**config.mk**
```make
export PLATFORM = sky130hd
export DESIGN_NAME = pipe_hazard_ctrl
export DESIGN_NICKNAME = d
export VERILOG_FILES = /design/src/rtl/pipe_hazard_ctrl.sv
export SDC_FILE = /design/constraint.sdc
export NUM_CORES = 1
export LEC_CHECK = 0
export BUFFER_PORTS_ARGS = -buffer_cell sky130_fd_sc_hd__buf_2
export CAP_MARGIN = 10
export CELL_PAD_IN_SITES_DETAIL_PLACEMENT = 1
export CELL_PAD_IN_SITES_GLOBAL_PLACEMENT = 1
export CORE_ASPECT_RATIO = 0.7
export CORE_MARGIN = 2
export CORE_UTILIZATION = 37
export CTS_BUF_LIST = sky130_fd_sc_hd__clkbuf_16
export DETAILED_ROUTE_END_ITERATION = 10
export PLACE_DENSITY_LB_ADDON = 0.1
export RECOVER_POWER = 25
export SYNTH_ARGS = -nofsm -noshare
export SYNTH_HDL_FRONTEND = slang
export SYNTH_SLANG_ARGS = --single-unit
export TNS_END_PERCENT = 1
```
**constraint.sdc**
```tcl
create_clock -name clk -period 6.4 [get_ports clk]
set_clock_uncertainty 0.05 [all_clocks]
set_input_delay 0.64 -clock clk [delete_from_list [all_inputs] [get_ports clk]]
set_output_delay 0.64 -clock clk [all_outputs]
set_load 0.01 [all_outputs]
```
**src/rtl/pipe_hazard_ctrl.sv**
```systemverilog
// Stall/flush controller for the 5-stage pipeline: drives pipeline register EN/CLR and PC write enable.
// Outputs are combinational from registered state and current hazard inputs; stall_cnt counts PC stalls.
module pipe_hazard_ctrl #(
  parameter int MD_LAT = 4,
  parameter int CNT_W  = 32
) (
  input  logic             clk,
  input  logic             rst_n,
  input  logic [4:0]       ID_rs,
  input  logic [4:0]       ID_rt,
  input  logic             ID_use_rs,
  input  logic             ID_use_rt,
  input  logic [4:0]       EX_WbRegNum,
  input  logic             EX_RegWrite,
  input  logic             EX_MemtoReg,
  input  logic             EX_MD,
  input  logic             EX_BranchTaken,
  input  logic             WB_SYSCALL,
  input  logic [31:0]      WB_v0,
  output logic             PC_EN,
  output logic             IFID_EN,
  output logic             IFID_CLR,
  output logic             IDEX_EN,
  output logic             IDEX_CLR,
  output logic             EXMEM_EN,
  output logic             EXMEM_CLR,
  output logic             MEMWB_EN,
  output logic             MEMWB_CLR,
  output logic             halted,
  output logic [CNT_W-1:0] stall_cnt
);

  localparam int MW = $clog2(MD_LAT) + 1;

  typedef enum logic [1:0] {RUN, MD_BUSY, HALT} state_t;

  state_t           state_q, state_d;
  logic [MW-1:0]    md_cnt_q, md_cnt_d;
  logic [CNT_W-1:0] stall_cnt_q, stall_cnt_d;

  logic load_use, halt_req, md_start, md_hold;

  always_comb begin
    load_use = EX_RegWrite && EX_MemtoReg && (EX_WbRegNum != 5'd0) &&
               ((ID_use_rs && (ID_rs == EX_WbRegNum)) ||
                (ID_use_rt && (ID_rt == EX_WbRegNum)));
    halt_req = WB_SYSCALL && (WB_v0 == 32'd10);
    md_start = (state_q == RUN) && EX_MD && (MD_LAT > 1);
    // The last busy cycle (md_cnt==1) lets the MD result into EX/MEM.
    md_hold  = ((state_q == MD_BUSY) && (md_cnt_q != MW'(1))) || md_start;
  end

  always_comb begin
    PC_EN     = 1'b1;
    IFID_EN   = 1'b1;
    IFID_CLR  = 1'b0;
    IDEX_EN   = 1'b1;
    IDEX_CLR  = 1'b0;
    EXMEM_EN  = 1'b1;
    EXMEM_CLR = 1'b0;
    MEMWB_EN  = 1'b1;
    MEMWB_CLR = 1'b0;
    halted    = 1'b0;
    if (!rst_n) begin
      PC_EN     = 1'b0;
      IFID_EN   = 1'b0;
      IDEX_EN   = 1'b0;
      EXMEM_EN  = 1'b0;
      MEMWB_EN  = 1'b0;
      IFID_CLR  = 1'b1;
      IDEX_CLR  = 1'b1;
      EXMEM_CLR = 1'b1;
      MEMWB_CLR = 1'b1;
    end else if (state_q == HALT) begin
      PC_EN    = 1'b0;
      IFID_EN  = 1'b0;
      IDEX_EN  = 1'b0;
      EXMEM_EN = 1'b0;
      MEMWB_EN = 1'b0;
      halted   = 1'b1;
    end else if (halt_req) begin
      // Default outputs so the SYSCALL itself retires.
    end else if (md_hold) begin
      PC_EN     = 1'b0;
      IFID_EN   = 1'b0;
      IDEX_EN   = 1'b0;
      EXMEM_CLR = 1'b1;
    end else if (state_q == MD_BUSY) begin
      // Final busy cycle: defaults.
    end else if (EX_BranchTaken) begin
      IFID_CLR = 1'b1;
      IDEX_CLR = 1'b1;
    end else if (load_use) begin
      PC_EN    = 1'b0;
      IFID_EN  = 1'b0;
      IDEX_CLR = 1'b1;
    end
  end

  always_comb begin
    state_d  = state_q;
    md_cnt_d = md_cnt_q;
    if (state_q == HALT) begin
      state_d = HALT;
    end else if (halt_req) begin
      state_d  = HALT;
      md_cnt_d = '0;
    end else if (state_q == MD_BUSY) begin
      md_cnt_d = md_cnt_q - MW'(1);
      if (md_cnt_q == MW'(1)) state_d = RUN;
    end else if (md_start) begin
      state_d  = MD_BUSY;
      md_cnt_d = MW'(MD_LAT - 1);
    end
    stall_cnt_d = stall_cnt_q;
    if ((state_q != HALT) && !PC_EN) stall_cnt_d = stall_cnt_q + CNT_W'(1);
  end

  always_ff @(posedge clk) begin
    if (!rst_n) begin
      state_q     <= RUN;
      md_cnt_q    <= '0;
      stall_cnt_q <= '0;
    end else begin
      state_q     <= state_d;
      md_cnt_q    <= md_cnt_d;
      stall_cnt_q <= stall_cnt_d;
    end
  end

  assign stall_cnt = stall_cnt_q;

endmodule

```
# After elaboration in Yosys (flattened, before gate mapping)
# Cells that the tools add are included.
[word_totals] reg_bits=37 inputBits=56 elab_cells=80
[op_classes] add_sub_neg=2 eq_ne=10 n_mux=41 n_bitwise=2 n_reduce_logical=21
[ops] op="$mux 1" n=33
[ops] op="$add 32x1->32 const B" n=1
[ops] op="$eq 32x4->1 const B" n=1
[ops] op="$eq 5x5->1" n=2
[ops] op="$mux 2" n=5
[ops] op="$logic_and 1x1->1" n=9
[ops] op="$mux 3" n=3
[ops] op="$reduce_and 2->1" n=3
[ops] op="$reduce_bool 5->1" n=1
[ops] op="$ne 4x2->1 const B" n=1
[ops] op="$reduce_bool 4->1" n=1
[ops] op="$eq 3x1->1 const B" n=1
[ops] op="$ne 3x1->1 const B" n=1
[ops] op="$reduce_bool 3->1" n=1
[ops] op="$reduce_or 3->1" n=1
[ops] op="$sub 3x1->3 const B" n=1
[ops] op="$eq 2x1->1 const B" n=1
[ops] op="$eq 2x2->1 const B" n=1
[ops] op="$logic_not 2->1" n=1
[ops] op="$logic_or 1x1->1" n=2
[ops] op="$ne 2x1->1 const B" n=1
[ops] op="$ne 2x2->1 const B" n=1
[ops] op="$not 1->1" n=2
[ops] op="$reduce_bool 2->1" n=1
[ops] op="$logic_not 1->1" n=1

# Depth between registers and ports, before layout
# Gate-level depths: netlist of the first run.
[logic_depth] ltp_word=13 mapped_depth=10

# Worst setup path before layout of the first run
# Ideal clock, no wire load.
[synth_path] path_kind="input to output" startpoint="input WB_v0[2]" endpoint="output PC_EN" arrival_ps=2538 t_required_ps=5710 setup_slack_ps=3172 cell_stages=8 path_buffers=3 path_cell_list="nor4b_1 -> nand4_1 -> nor4_2 -> a211o_1 -> buf_6 -> buf_2 -> and2_1 -> buf_4"
[synth_between] elab_chain_cells=5
[synth_rtl] element="start, declared" line="19" rtl="input logic [31:0] WB_v0,"
[synth_rtl] element="$eq 32x4->1" line="47" rtl="halt_req = WB_SYSCALL && (WB_v0 == 32'd10);"
[synth_rtl] element="$logic_and 1x1->1" line="47"
[synth_rtl] element="$mux 1 (3 in a row)"
[synth_rtl] element="end, declared" line="20" rtl="output logic PC_EN,"
# Every way passes these cells.

# Final worst setup path of the first run
[layout_path] startpoint="input WB_v0[2]" endpoint="output IFID_EN"
[layout_between] elab_chain_cells=5
[layout_rtl] element="$eq 32x4->1" line="47"
[layout_rtl] element="$logic_and 1x1->1" line="47"
[layout_rtl] element="$mux 1" line="81" rtl="end else if (halt_req) begin"
[layout_rtl] element="$mux 1" line="74" rtl="end else if (state_q == HALT) begin"
[layout_rtl] element="$mux 1" line="64" rtl="if (!rst_n) begin"
[layout_rtl] element="end, declared" line="21" rtl="output logic IFID_EN,"
# Every way passes these cells.

==> summary by stage, run 1 <==
Run status
The run finished with clean final reports.

Synth
sky130_fd_sc_hd__dfxtp_1 is the most common cell in the netlist. The number of cells produced by synthesis is just under 300. The number of nets in the synthesized netlist is approximately 350. By area the synthesized netlist is led by sky130_fd_sc_hd__dfxtp_1 (32%), sky130_fd_sc_hd__a21oi_1 (6.0%), sky130_fd_sc_hd__or4_1 (4.2%). The count of distinct cell types in the synthesized netlist is 51. The count of warnings emitted by yosys is 0. The synthesis-stage register bit count is 37. The average instance in the mapped netlist occupies 8.04 um^2. The fraction of synthesis flops using an asynchronous set or reset pin is 0%. Sorting the synthesized cells by how often they occur yields sky130_fd_sc_hd__dfxtp_1 (37), sky130_fd_sc_hd__a21oi_1 (28), sky130_fd_sc_hd__nand2_1 (22). The proportion of netlist area held by the largest area contributor is a little under a third. Sequential cells were found to cover 31.6% of the synthesized design area. The synthesized design contains 0 enable-type register cells. For this run, the leading register cell type out of synthesis is sky130_fd_sc_hd__dfxtp_1. The mapped cell area is 2340 um^2. The library cell occupying the most area in the post-synthesis netlist is sky130_fd_sc_hd__dfxtp_1.

GRT
The first-pass GRT wire length is ~12000 um. The initial antenna violation count is 0. The total overflow left after global routing is 0.

The number of global-route vias before repair is 2567. The overall fraction of global-route tracks in use is a little over a fifth. Entering global routing, the biggest net connects 34 pins.

Clock network
The post-cts gate resize count is 0. The root cell of the clock tree is sky130_fd_sc_hd__clkbuf_16. The clock transition at the registers of the reported paths is roughly 0.050 ns.

The number of H-tree branching levels is 2. The clock net sink count is 37. TritonCTS built the clock tree. The post-CTS repair timing setup buffer count is 0. For this design, the CTS-stage hold fixing added 0 buffers. The clock insertion delay at the later pin of the skew report is roughly 0.28 ns. In this run the deepest clock path goes through 2 buffers. Counting the buffers created by CTS gives 5.

Timing
For the final routed database, the setup TNS stands at 0 ns. The smallest clock period supported by the final layout is computed as around 4 ns. The fmax is around 250 MHz. Setup repair after global routing left no endpoint under its margin.

The final setup violation count is 0. The count of endpoints failing hold in the final timing report was 0. The final worst slack is between 2 and 2.5 ns.

The final critical path takes up 62.2% of the cycle. The worst pin sits at a relative slew slack of about two fifths. The number of pins exceeding their max-slew limit in the final report was 0. The worst hold slack is between 0.4 and 0.5 ns.

At the pin with the least slew margin, the transition time is between 0.9 and 1 ns.

Drt
The average wire length per cell after detail routing is around 16 um. The average vias per placed instance is 5.58. For this run, design rule violations remaining after detail routing come to 0. Summing over every cut layer, the via total after detailed routing is approximately 2600. The final wirelength is about 7500 um.

The first-pass iteration count of the detailed router is 4. In this run the remaining antenna-violating nets after routing total 0. The detailed router's first-iteration violation count is about 110.

Worst setup path
Counting buffers and inverters, the worst setup path is 7 cells deep. Of all nets on the critical path, the largest fanout is 33. The number of buffers and inverters on the critical path is 2. Walking the worst path, the cells encountered are buf_2 -> nor4b_1 -> nand4_1 -> nor4_2 -> a211o_1 -> and2_1 -> buf_2. The critical path is of the input pin to output pin type. The capturing element type of the critical path is an output pin. The startpoint identified for the worst register-to-register timing path is state_q[0]$_SDFFE_PP0P_. The reg-to-reg critical path endpoint is stall_cnt[28]$_SDFFE_PN0P_.

The worst setup slack for register-to-register paths is 3.42 ns. At the worst endpoint, the required time is roughly 5.7 ns. The launch point of the critical path is WB_v0[2]. Data arrives at the worst endpoint at between 3 and 4 ns. In this design, the stage delay of the slowest critical-path cell is a little over 0.8 ns. The slowest stage of the critical path is the sky130_fd_sc_hd__nor4_2 cell.

The cell repeated most along the worst path is sky130_fd_sc_hd__buf_2. The most critical setup path has its endpoint at IFID_EN. The worst setup path is launched from an input pin. The kind of cell with the highest combined delay along the critical path is simple AND/OR/NAND/NOR gates. Counting cells, the worst reg-to-reg path comes to 8.

Finish
The number of non-filler instances in the completed layout is ~460. The layout net count is 440. Compared with the post-synthesis result, the final layout area differs by 27.2%. The number of antenna diodes in the final layout is 0. The proportion of layout cells with a drive suffix above 1 is a little under a quarter.

Fill cells in the final layout number between 800 and 900.

Placed design
The detailed placement HPWL is around 5500 um. The post-placement worst setup slack is ~2.4 ns. Routability-driven placement finished with a final weighted congestion of 0.776. The quantity of I/O buffers inserted on ports is 97. In this run, placement finished with an instance count of between 400 and 500.

Floorplanning
The initialized floorplan defines 24 standard-cell rows. Once the floorplan was initialized, standard cells occupied between 30% and 40% of the core. The die covers 6990 um^2.

The core region area is 6190 um^2. Measured along the y axis, the die boundary spans about 71 um. The number of placed I/O pins is slightly below 100. The floorplan step set the die width to 99.1 um.

Min path
The tightest min-delay check is of the flip-flop to flip-flop type. The number of cells on the worst hold path is 2.

Power and ir drop
The maximum ir drop on the vdd rail is ~0.088 mV. In this run the static leakage power is about 1.1 nW. Dividing total power by cell area gives a power density of between 200 and 250 nW/um^2. The overall power consumption is a little over 0.6 mW.

Flow run
The reported max-cap violation count is 0.
[cell families after synthesis]
| family | Yosys count | share of synthesized area, % |
|---|---|---|
| XOR/XNOR | 11 | 4.12 |
| AO/OA/AOI/OAI | 74 | 21.1 |
| flip-flops | 37 | 31.6 |
| AND/OR/NAND/NOR | 127 | 31.7 |
| adder cells (fa/ha/maj) | 6 | 3.21 |
| buffers and inverters | 30 | 5.72 |
| multiplexers | 6 | 2.57 |
[layout make-up]
type                       instances  area [um^2]  share of cell area, %
multi-input combinational        224         1470                   49.2
sequential                        37          741                   24.9
timing repair buffer              97          462                   15.5
clock buffer                       5          125                   4.20
tap                               78         97.6                   3.28
inverter                          13         48.8                   1.64
clock inverter                     3         37.5                   1.26
[power breakdown]
part	switching, mW	leakage, nW	internal, mW
combinational	0.0602	0.748	0.0425
clock	0.0961	0.0826	0.181
sequential	0.00594	0.299	0.236
total	0.162	1.13	0.460
[flip-flops by register name, indices dropped and copies added, names as in the netlist]
signal	count
stall_cnt	32
md_cnt_q	3
state_q	2
[metrics by stage]
step                      area, um^2  util (%)
after detailed placement        2840      45.9
after floorplan                 2340         -
after CTS                       3000      48.5
after global placement          2840      45.9
final                           2980      48.1
after global routing            2980      48.1
[tightest hold or removal path, cell delays in order (launching register included)]
cell                      delay [ns]
sky130_fd_sc_hd__dfxtp_1        0.33
sky130_fd_sc_hd__o31ai_1        0.07
sky130_fd_sc_hd__a21oi_1        0.05
[worst min-delay path by stage]
| stage | slack [ns] | to | from |
|---|---|---|---|
| 2_1_floorplan | 0.43 | md_cnt_q[0]$_SDFFE_PN0P_ | md_cnt_q[0]$_SDFFE_PN0P_ |
| 3_3_place_gp | 0.42 | stall_cnt[31]$_SDFFE_PN0P_ | stall_cnt[31]$_SDFFE_PN0P_ |
| 3_5_place_dp | 0.43 | stall_cnt[31]$_SDFFE_PN0P_ | stall_cnt[31]$_SDFFE_PN0P_ |
| 4_1_cts | 0.44 | stall_cnt[31]$_SDFFE_PN0P_ | stall_cnt[31]$_SDFFE_PN0P_ |
| 5_1_grt | 0.47 | stall_cnt[24]$_SDFFE_PN0P_ | stall_cnt[24]$_SDFFE_PN0P_ |
| 6_report | 0.45 | stall_cnt[7]$_SDFFE_PN0P_ | stall_cnt[7]$_SDFFE_PN0P_ |
[metal layers]
layer  share of wire (%)  vias up  routed length, um  global-route usage, %
met1                  48     1205               3610                   30.1
met5                   0        -                  0                      0
met4                0.53        0                 40                   4.11
met3                 4.9        5                370                   4.25
li1                    -     1271                  -                      -
met2                  46       70               3470                   36.0
[layout by cell type (no fill, tap or decap), types with 3 or more instances in the layout]
cell	n
sky130_fd_sc_hd__mux2i_1	6
sky130_fd_sc_hd__nand2_1	22
sky130_fd_sc_hd__or4_1	13
sky130_fd_sc_hd__xor2_1	8
sky130_fd_sc_hd__dfxtp_1	37
sky130_fd_sc_hd__nand4_1	10
sky130_fd_sc_hd__or3_1	10
sky130_fd_sc_hd__ha_1	6
sky130_fd_sc_hd__nor4_1	8
sky130_fd_sc_hd__a21oi_1	28
sky130_fd_sc_hd__clkbuf_16	5
sky130_fd_sc_hd__nor2_1	15
sky130_fd_sc_hd__nand2b_1	9
sky130_fd_sc_hd__xnor2_1	3
sky130_fd_sc_hd__o21ai_0	16
sky130_fd_sc_hd__nand3_1	16
sky130_fd_sc_hd__inv_1	13
sky130_fd_sc_hd__o31ai_1	11
sky130_fd_sc_hd__clkbuf_1	19
sky130_fd_sc_hd__or4b_1	3
sky130_fd_sc_hd__o41ai_1	4
sky130_fd_sc_hd__and3_1	6
sky130_fd_sc_hd__buf_2	78
No activity file was read; power rests on OpenSTA's default activity.
==> run 2, diff against run 1 <==
--- a/config.mk
+++ b/config.mk
@@ -5,13 +5,14 @@
 export SDC_FILE = /design/constraint.sdc
 export NUM_CORES = 1
 export LEC_CHECK = 0
+export ABC_AREA = 1
 export BUFFER_PORTS_ARGS = -buffer_cell sky130_fd_sc_hd__buf_2
 export CAP_MARGIN = 10
 export CELL_PAD_IN_SITES_DETAIL_PLACEMENT = 1
 export CELL_PAD_IN_SITES_GLOBAL_PLACEMENT = 1
 export CORE_ASPECT_RATIO = 0.7
 export CORE_MARGIN = 2
-export CORE_UTILIZATION = 37
+export CORE_UTILIZATION = 32
 export CTS_BUF_LIST = sky130_fd_sc_hd__clkbuf_16
 export DETAILED_ROUTE_END_ITERATION = 10
 export PLACE_DENSITY_LB_ADDON = 0.1
==> constraint.sdc (replaced) <==
create_clock -name clk -period 3.55 [get_ports clk]
set_clock_uncertainty 0.05 [all_clocks]
set_input_delay 0.355 -clock clk [delete_from_list [all_inputs] [get_ports clk]]
set_output_delay 0.355 -clock clk [all_outputs]
set_load 0.01 [all_outputs]
==> summary by stage, run 2 <==
Clock network
TritonCTS built the clock tree. The maximum buffer depth of the clock tree is 2 (unchanged). The clock transition at the registers of the reported paths is 0.05 ns (about the same). The number of H-tree branching levels came to 2 (unchanged). The clock insertion delay at the later pin of the skew report is 0.29 ns (about the same). The number of buffers added by the clock tree synthesis step is 5 (unchanged). The post-CTS repair timing setup buffer count is 0 (unchanged). The root cell of the clock tree is sky130_fd_sc_hd__clkbuf_16.

The clock net sink count came to 37 (unchanged). The total of hold buffers inserted after clock tree synthesis was 0 (unchanged). The post-cts gate resize count is 0 (unchanged).

Synth
The count of warnings emitted by yosys is 0 (unchanged). The combinational family with the most area after synthesis is simple AND/OR/NAND/NOR gates. The synthesized-area fraction occupied by and/or/nand/nor cells is 43.0% (+11 points). The proportion of synthesized area in mux cells came to 0% (-2.6 points).

The post-synth net total is 535 (+52%). The mapped cell area is 3050 um^2 (+30%). The average cell area after synthesis is 6.45 um^2 (-20%). Sorting the synthesized cells by how often they occur yields sky130_fd_sc_hd__nand2_1 (115), sky130_fd_sc_hd__nor2_1 (68), sky130_fd_sc_hd__inv_1 (47). The number of cells produced by synthesis is 473 (+63%). In the post-synthesis netlist, the biggest area contributors are sky130_fd_sc_hd__dfxtp_1 (24%), sky130_fd_sc_hd__nand2_1 (14%), sky130_fd_sc_hd__a21oi_2 (8.9%). The number of flops mapped to enable cells by yosys came to 0 (unchanged). The synthesis-stage register bit count was 37 (unchanged).

The fraction of synthesis flops using an asynchronous set or reset pin is 0% (unchanged). The proportion of netlist area held by the largest area contributor is 24.3% (-7.4 points). The adder-cell share of the synthesized area came to 2.46% (-0.75 points). By instance count, the leading cell after synthesis is sky130_fd_sc_hd__nand2_1. The complex-gate fraction of the synthesized area came to 11.7% (-9.4 points). The register area share after synthesis is 24.3% (-7.4 points). The library cell occupying the most area in the post-synthesis netlist is sky130_fd_sc_hd__dfxtp_1.

The post-synthesis share of cell area spent on xor and xnor gates came to 8.33% (+4.2 points). The count of distinct cell types in the synthesized netlist came to 28 (-45%). The primary flip-flop cell chosen by synthesis mapping is sky130_fd_sc_hd__dfxtp_1.

GRT
The initial antenna violation count is 0 (unchanged). The number of global-route vias before repair was 3253 (+27%). The total congestion overflow after global routing is 0 (unchanged).

The maximum number of pins on one net before global-route repair came to 37 (+8.8%). The first-pass GRT wire length was 16300 um (+30%). The overall fraction of global-route tracks in use is 19.7% (-2.1 points).

Timing
The slew at the pin with the worst max-slew slack is 0.830 ns (-0.0919 ns). The final setup violation count is 0 (unchanged). For this run, the top clock speed supported by timing is 394 MHz. Setup repair after global routing left no endpoint under its margin. The number of pins exceeding their max-slew limit in the final report is 0 (unchanged).

The sum of negative setup slack was 0 ns (unchanged). The final worst slack is 1.01 ns (-1.41 ns). The worst max-slew margin expressed relative to the limit was 44.6% (+6.6 points). The time the final worst path needs with I/O delays and setup is 2.54 ns. The final critical path takes up 71.6% of the cycle. The count of endpoints failing hold in the final timing report is 0 (unchanged).

Finish
In the layout the commonest cells are sky130_fd_sc_hd__nand2_1 (115), sky130_fd_sc_hd__buf_2 (78), sky130_fd_sc_hd__nor2_1 (68). Compared with the post-synthesis result, the final layout area differs by 21.0%. The most common cell after layout, fill and taps aside is sky130_fd_sc_hd__nand2_1. The count of inserted antenna diode cells was 0 (unchanged). The proportion of layout cells with a drive suffix above 1 is 27.8% (+4.4 points). The layout net count came to 626 (+42%). The flip-flop count of the largest register after layout came to 32 (unchanged).

Floorplanning
The height of the die is 85.7 um (+21%). The initial core utilization is 33.2% (-4.6 points). The core region area came to 9180 um^2 (+48%). The width of the die is 121 um (+22%). The number of placed I/O pins is 98 (unchanged). The row count is 29 (+21%). The area enclosed by the die boundary is 10300 um^2 (+48%).

Placed design
The quantity of I/O buffers inserted on ports is 97 (unchanged). The weighted congestion at the end of routability-driven global placement was 0.877 (+13%). The detailed placement HPWL is 7860 um (+43%).

The post-placement worst setup slack is 1.20 ns (-1.15 ns).

Min path
The min-delay analysis places its worst path in the category input pin to flip-flop.

Power and ir drop
The power per standard cell area is 283 nW/um^2 (+35%). The maximum ir drop on the vdd rail is 0.151 mV (+72%). The standby leakage power is 1.58 nW (+40%).

Drt
The via count came to 3243 (+27%). The first-pass iteration count of the detailed router is 4 (unchanged). The detailed router's first-iteration violation count is 97 (-10%). The final antenna-violating net count is 0 (unchanged).

The total DRC errors in the routed layout was 0 (unchanged). The average vias per placed instance was 4.71 (-16%). The final wirelength is 9690 um (+29%). The average wire length per cell after detail routing came to 14.1 um (-14%).

Worst setup path
The capturing element type of the critical path is an output pin. STA classifies the critical path startpoint as a flip-flop. The arrival time of data at the critical path endpoint is 2.14 ns (-1.15 ns).

The critical setup path kind is flip-flop to output pin. The required time at the endpoint of the critical path is 3.14 ns (-2.57 ns). The maximum fanout along the worst path is 35 (+6.1%).

Flow run
The reported max-cap violation count is 0 (unchanged).

Run status
The run finished with clean final reports.
run 2: changes by cell type after synthesis, sizes merged, moves of 14 or more:
cell   delta
inv      +37
nand2   +125
nand3    +31
nor2     +57
o21ai    -14
run 2: stage by stage:
step,hold WS [ns],cells,power [mW],util [%],area [um^2]
after global placement,0.410,681,0.630,39.0,3580
after global routing,0.313,688,1.10,40.2,3690
after detailed placement,0.416,681,0.638,39.0,3580
after floorplan,0.395,473,0.579,-,3050
after CTS,0.299,688,1.06,40.5,3710
final,0.299,688,1.04,40.2,3690
run 2: layout make-up:
type,instances,area (um^2)
Clock inverter,2,7.51
Tap cell,124,155
Timing Repair Buffer,99,477
Sequential cell,37,741
Clock buffer,5,125
Multi-Input combinational cell,371,2000
Fill cell,1269,5490
Inverter,50,188
run 2: cells by family after synthesis:
family | count (synthesis)
and+or+nand+nor | 291
AOI/OAI and AO/OA | 45
adders and majority gates | 6
xor gates and xnor gates | 29
buffers and inverters | 65
DFF | 37
run 2: worst max-delay path: stages, from the launching register on:
cell and delay [ns]:
sky130_fd_sc_hd__dfxtp_1 0.35, sky130_fd_sc_hd__inv_1 0.08, sky130_fd_sc_hd__ha_1 0.26, sky130_fd_sc_hd__o21ai_0 0.15
sky130_fd_sc_hd__nand2_1 0.17, sky130_fd_sc_hd__a21oi_4 0.25, sky130_fd_sc_hd__nand2_4 0.28, sky130_fd_sc_hd__inv_1 0.15
sky130_fd_sc_hd__buf_2 0.14
run 2: final timing paths:
check / from / endpoint / slack, ns / depth (start not counted)
setup reg to reg: state_q[1]$_SDFFE_PN0P_ / stall_cnt[31]$_SDFFE_PN0P_ / 1.29 / 9
hold reg to reg: md_cnt_q[1]$_SDFFE_PN0P_ / md_cnt_q[1]$_SDFFE_PN0P_ / 0.42 / 2
setup / recovery: state_q[1]$_SDFFE_PN0P_ / IFID_EN / 1.01 / 8
hold / removal: rst_n / stall_cnt[0]$_SDFFE_PN0P_ / 0.30 / 3
run 2: metal layers:
metal  track usage (%)  routed length [um]
met5                 0                   0
met3              4.39                 608
met1              30.8                5350
met4              3.17                  57
met2              27.5                3680
run 2: report_power, final:
group	switching [mW]	internal, mW	leakage [nW]	total [mW]
combinational	0.120	0.0698	1.21	0.190
clock	0.167	0.251	0.0685	0.418
sequential	0.0114	0.425	0.299	0.436
